File: config.mk
export PLATFORM = sky130hd
export DESIGN_NAME = stim_misr_harness
export DESIGN_NICKNAME = d
export VERILOG_FILES = /design/src/rtl/fuzz_harness_pkg.sv /design/src/rtl/resp_misr.sv /design/src/rtl/stim_misr_harness.sv
export SDC_FILE = /design/constraint.sdc
export NUM_CORES = 1
export LEC_CHECK = 0
export CAP_MARGIN = 0
export CELL_PAD_IN_SITES_DETAIL_PLACEMENT = 0
export CELL_PAD_IN_SITES_GLOBAL_PLACEMENT = 1
export CORE_MARGIN = 5
export CORE_UTILIZATION = 36
export CTS_CLUSTER_SIZE = 10
export DETAILED_ROUTE_END_ITERATION = 7
export GPL_TIMING_DRIVEN = 0
export PLACE_DENSITY_LB_ADDON = 0.1
export SLEW_MARGIN = 20
export SYNTH_ARGS = -nofsm -noshare
export SYNTH_HDL_FRONTEND = slang
export SYNTH_SLANG_ARGS = --single-unit
File: constraint.sdc
create_clock -name clk -period 3.2 [get_ports clk]
set_clock_uncertainty 0.2 [all_clocks]
set_input_delay 0.64 -clock clk [delete_from_list [all_inputs] [get_ports clk]]
set_output_delay 0.64 -clock clk [all_outputs]
set_load 0.1 [all_outputs]
File: src/rtl/fuzz_harness_pkg.sv
// Shared types and default constants for the stimulus/MISR harness.
// State encoding plus default LFSR and MISR feedback masks.
package fuzz_harness_pkg;

  typedef enum logic [1:0] {
    ST_IDLE = 2'd0,
    ST_RUN  = 2'd1,
    ST_DONE = 2'd2
  } state_e;

  localparam logic [7:0] DEF_TAPS      = 8'hB8;
  localparam logic [7:0] DEF_MISR_POLY = 8'h1D;

endpackage

File: src/rtl/resp_misr.sv
// Multiple-input signature register compacting DUT responses.
// Clear wins over enable; state shifts left with feedback on the MSB.
module resp_misr #(
  parameter int              OUT_W     = 8,
  parameter logic [OUT_W-1:0] MISR_POLY = OUT_W'(8'h1D)
) (
  input  logic             clk,
  input  logic             clear,
  input  logic             enable,
  input  logic [OUT_W-1:0] resp,
  output logic [OUT_W-1:0] signature
);

  logic [OUT_W-1:0] sig_q;
  logic [OUT_W-1:0] sig_d;

  // Next signature: shift, fold MSB through the polynomial, mix in resp.
  always_comb begin
    sig_d = {sig_q[OUT_W-2:0], 1'b0}
          ^ (sig_q[OUT_W-1] ? MISR_POLY : '0)
          ^ resp;
  end

  // Signature register, cleared at run start or reset.
  always_ff @(posedge clk) begin
    if (clear) begin
      sig_q <= '0;
    end else if (enable) begin
      sig_q <= sig_d;
    end
  end

  assign signature = sig_q;

endmodule

File: src/rtl/stim_misr_harness.sv
// Drives LFSR vectors to a DUT and compacts its responses in a MISR.
// Each vector is held HOLD cycles; resp is sampled on the last one.
module stim_misr_harness
  import fuzz_harness_pkg::*;
#(
  parameter int               IN_W      = 8,
  parameter int               OUT_W     = 8,
  parameter int               NUM_VEC   = 21,
  parameter int               HOLD      = 2,
  parameter logic [IN_W-1:0]  SEED      = IN_W'(1),
  parameter logic [IN_W-1:0]  TAPS      = IN_W'(DEF_TAPS),
  parameter logic [OUT_W-1:0] MISR_POLY = OUT_W'(DEF_MISR_POLY)
) (
  input  logic             clk,
  input  logic             rst_n,
  input  logic             start,
  input  logic             abort,
  output logic [IN_W-1:0]  stim,
  input  logic [OUT_W-1:0] resp,
  input  logic [OUT_W-1:0] exp_sig,
  output logic             busy,
  output logic             done,
  output logic             pass,
  output logic [OUT_W-1:0] signature,
  output logic [15:0]      vec_idx
);

  localparam logic [IN_W-1:0] SEED_EFF =
    (SEED == '0) ? IN_W'(1) : SEED;
  localparam logic [7:0]  HOLD_M1  = 8'(HOLD - 1);
  localparam logic [15:0] VEC_LAST = 16'(NUM_VEC);

  state_e          state_q;
  logic [IN_W-1:0] lfsr_q;
  logic [IN_W-1:0] lfsr_d;
  logic [IN_W-1:0] stim_q;
  logic [7:0]      hold_q;
  logic [15:0]     vec_q;
  logic            busy_q;
  logic            done_q;

  logic in_run;
  logic last_hold;
  logic last_vec;
  logic go;
  logic misr_en;
  logic misr_clr;

  assign in_run    = (state_q == ST_RUN);
  assign last_hold = (hold_q == HOLD_M1);
  assign last_vec  = (vec_q == VEC_LAST);
  assign go        = !in_run && start && !abort;
  assign misr_en   = in_run && !abort && last_hold;
  assign misr_clr  = !rst_n || go;
  assign lfsr_d    = (lfsr_q >> 1) ^ (lfsr_q[0] ? TAPS : '0);

  // Run sequencer: hold/vector counting, LFSR stepping, stim register.
  always_ff @(posedge clk) begin
    if (!rst_n) begin
      state_q <= ST_IDLE;
      lfsr_q  <= SEED_EFF;
      stim_q  <= '0;
      hold_q  <= '0;
      vec_q   <= '0;
      busy_q  <= 1'b0;
      done_q  <= 1'b0;
    end else begin
      unique case (1'b1)
        !in_run: begin
          if (abort) begin
            state_q <= ST_IDLE;
            stim_q  <= '0;
            busy_q  <= 1'b0;
            done_q  <= 1'b0;
          end else if (start) begin
            state_q <= ST_RUN;
            lfsr_q  <= SEED_EFF;
            stim_q  <= '0;
            hold_q  <= '0;
            vec_q   <= '0;
            busy_q  <= 1'b1;
            done_q  <= 1'b0;
          end
        end
        in_run: begin
          if (abort) begin
            state_q <= ST_IDLE;
            stim_q  <= '0;
            busy_q  <= 1'b0;
            done_q  <= 1'b0;
          end else if (!last_hold) begin
            hold_q <= hold_q + 8'd1;
          end else if (last_vec) begin
            state_q <= ST_DONE;
            stim_q  <= '0;
            busy_q  <= 1'b0;
            done_q  <= 1'b1;
          end else begin
            hold_q <= '0;
            vec_q  <= vec_q + 16'd1;
            stim_q <= lfsr_q;
            lfsr_q <= lfsr_d;
          end
        end
      endcase
    end
  end

  resp_misr #(
    .OUT_W     (OUT_W),
    .MISR_POLY (MISR_POLY)
  ) u_misr (
    .clk       (clk),
    .clear     (misr_clr),
    .enable    (misr_en),
    .resp      (resp),
    .signature (signature)
  );

  assign stim    = stim_q;
  assign busy    = busy_q;
  assign done    = done_q;
  assign vec_idx = vec_q;
  assign pass    = done_q && (signature == exp_sig);

endmodule

==> results.json <==
{
  "hold_path.class": "flop to flop",
  "power_mw": 1.17,
  "dr.pass1.iters": 4,
  "root_buffer": "clkbuf_8",
  "drt-total-wl_mm": 6.09,
  "worst-endpoint-required_ns": 2.36,
  "die_h_um": 91.5,
  "critPathCaptureType": "primary output",
  "diodes": 0,
  "finalCritPeriodShare": 0.970,
  "setup_viol_count_final": 0,
  "slew_headroom": 0.346,
  "regArea_um2": 1000,
  "r2r_start": "hold_q[0]$_SDFFE_PN0P_",
  "final_cell_area_um2": 3110,
  "cp_top_family": "buffers and inverters",
  "synth_cell_types": 45,
  "via_per_inst": 5.07,
  "place_area_um2": 3020,
  "hpwl_mm": 4.54,
  "hold_viol": 0,
  "syn-mean-instance-area_um2": 8.24,
  "worstSetupPathType": "primary input to primary output",
  "crit_buf_inv": 2,
  "yosys-top-cells-area": "dfxtp_1 42%, a21oi_1 7.3%, nor2_1 6.3%",
  "placedCellCount": 420,
  "area_delta_synth_final_pct": 30.3,
  "antenna_found_initial": 0,
  "rsz0062_at_grt": "no",
  "grt_overflow": 0,
  "clkLatencyLatePin_ns": 0.32,
  "fillerInstances": 649,
  "cpMaxStageDelayCell": "clkdlybuf4s50_1",
  "post_drt_wl_per_cell_um": 14.2,
  "vias": 2171,
  "start_kind": "primary input",
  "path_cells": "clkdlybuf4s50_1 -> xnor2_1 -> nand4_1 -> nor4_1 -> and3_2 -> buf_2",
  "synthMuxAreaShare": 0,
  "crit_arrival_ns": 2.26,
  "fp-row-count": 29,
  "irDropWorstVdd_mv": 0.196,
  "slew_violations": 0,
  "multiInputGateArea_um2": 1320,
  "finalCriticalPeriod_ns": 3.10,
  "synth-edff-count": 0,
  "syn_nets": 314,
  "reg2reg_depth": 7,
  "seq_area_frac_synth": 0.419,
  "grt_start_max_net_pins": 19,
  "die_width_um": 91.5,
  "syn_inst": 290,
  "drc": 0,
  "fin_ws_ns": 0.0959,
  "core_um2": 6390,
  "whs_path_depth": 2,
  "drtAntennaViolNets": 0,
  "dp_worst_setup_slack_ns": -0.645,
  "synth-xor-area-share": 0.106,
  "yosysWarnings": 0,
  "ys_ff_latch": 50,
  "clock-sinks": 50,
  "synth_top_family_by_area": "simple AND/OR/NAND/NOR gates",
  "layout.nets": 374,
  "synth_top_area_frac": 0.419,
  "outcome": "finished clean",
  "worstPathMaxFanout": 1,
  "routabilityCongestion": 0.765,
  "path_clk_slew_ns": 0.11,
  "drive_gt1_frac": 0.0570,
  "hold_start": "stim[3]$_SDFFE_PN0P_",
  "fmax_mhz": 322,
  "synth_largest_area_cell": "dfxtp_1",
  "leakage_nw": 1.06,
  "synthFlopType": "dfxtp_1",
  "drv_cap": 0,
  "synthAdderAreaFrac": 0.0210,
  "tritoncts": "yes",
  "numCtsBuffers": 5,
  "max_stage_delay_ns": 0.47,
  "postCtsHoldBufs": 0,
  "cts_buffer_depth": 2,
  "grt_pass1_vias": 2063,
  "grt_pass1_wl_mm": 10.1,
  "grt_use_total": 0.147,
  "cp-startpoint": "exp_sig[3]",
  "io_buffers": 53,
  "initial_core_util": 0.374,
  "io_pins": 55,
  "synth-compound-area-share": 0.161,
  "synth-simple-area-share": 0.260,
  "worstSetupPathDepth": 6,
  "async_flop_share": 0,
  "drt_iter0_markers": 98,
  "stdcell_count": 428,
  "tightest_slew_ns": 0.978,
  "powerDensity_nw_per_um2": 375,
  "syn-cell-area_um2": 2390,
  "die-area_um2": 8360,
  "cts_max_level": 2
}
worst min-delay path: stages (launching register included):
cell and delay [ns]:
dfxtp_1 0.32, nand2_1 0.05, a21oi_1 0.05
synth_stat cells (all sizes together), types with 3 or more instances:
cell type / count
nand2: 29
dfxtp: 50
nor2: 41
a21oi: 35
nand3: 13
xnor2: 16
and3: 4
nor3: 5
or4: 3
clkbuf: 11
ha: 4
or3: 9
a22oi: 4
nand4: 4
xor2: 13
inv: 4
buf: 3
o21ai: 12
layer usage:
layer	track usage	vias up	share of wire
li1	-	1137	-
met1	0.198	990	0.49
met2	0.230	39	0.46
met3	0.0372	5	0.048
met4	0.0440	0	0.0076
met5	0	-	0
layout make-up:
class	count	share of cell area
multi-input combinational	222	0.423
sequential	50	0.322
timing repair buffer	53	0.169
tap	77	0.0310
clock buffer	5	0.0221
buffer	14	0.0201
clock inverter	3	0.00844
inverter	4	0.00483
cells by family after synthesis:
| logic type | count (synthesis) |
|---|---|
| AOI/OAI and AO/OA | 64 |
| DFF | 50 |
| xor gates and xnor gates | 29 |
| buffers and inverters | 18 |
| and+or+nand+nor | 125 |
| adders and majority gates | 4 |
worst paths after layout:
path                        endpoint  slack, ns
min             stim[3]$_SDFFE_PN0P_       0.26
max                             pass        0.1
min reg2reg     stim[3]$_SDFFE_PN0P_       0.26
max reg2reg  vec_idx[6]$_SDFFE_PN0P_       0.57
power by group:
group / switching (mW) / internal (mW) / leakage, nW
registers: 0.00754 / 0.628 / 0.404
logic: 0.0780 / 0.0523 / 0.605
clock network: 0.238 / 0.163 / 0.0495
cells in the final DEF, fill, tap and decap left out, types with 3 or more instances in the layout:
cell type	synthesis	layout
buf_2	2	3
inv_1	4	4
or4_1	3	3
nor2_1	40	40
o21ai_0	10	10
xnor2_1	16	16
nand3_1	13	13
clkdlybuf4s50_1	0	52
a21oi_1	35	35
a22oi_1	4	4
inv_6	0	3
ha_1	4	4
and3_1	4	3
xor2_1	13	13
nor3_1	5	5
clkbuf_8	0	5
nand2_1	29	29
or3_1	8	8
dfxtp_1	50	50
clkbuf_1	11	11
nand4_1	4	4
registers in the layout, summed over array words and instances (netlist names):
name and cells:
hold_q 8, u_misr.signature 8, state_q 1, stim 8, lfsr_q 8, vec_idx 16, done 1
through the flow:
stage / hold WS, ns / util / TNS (ns)
2_1_floorplan: 0.232 / - / 0
6_report: 0.258 / 0.487 / 0
5_1_grt: 0.281 / 0.487 / 0
3_5_place_dp: 0.246 / 0.473 / -0.645
4_1_cts: 0.262 / 0.487 / 0
3_3_place_gp: 0.243 / 0.472 / -0.689
timing repair:
| action | 4_1_cts | 5_1_grt |
|---|---|---|
| gates resized for setup | 5 | 0 |
| setup endpoints to repair | 1 | 0 |
| buffers inserted | 0 | 0 |
Note: power is estimated with default switching activity, not from simulation.
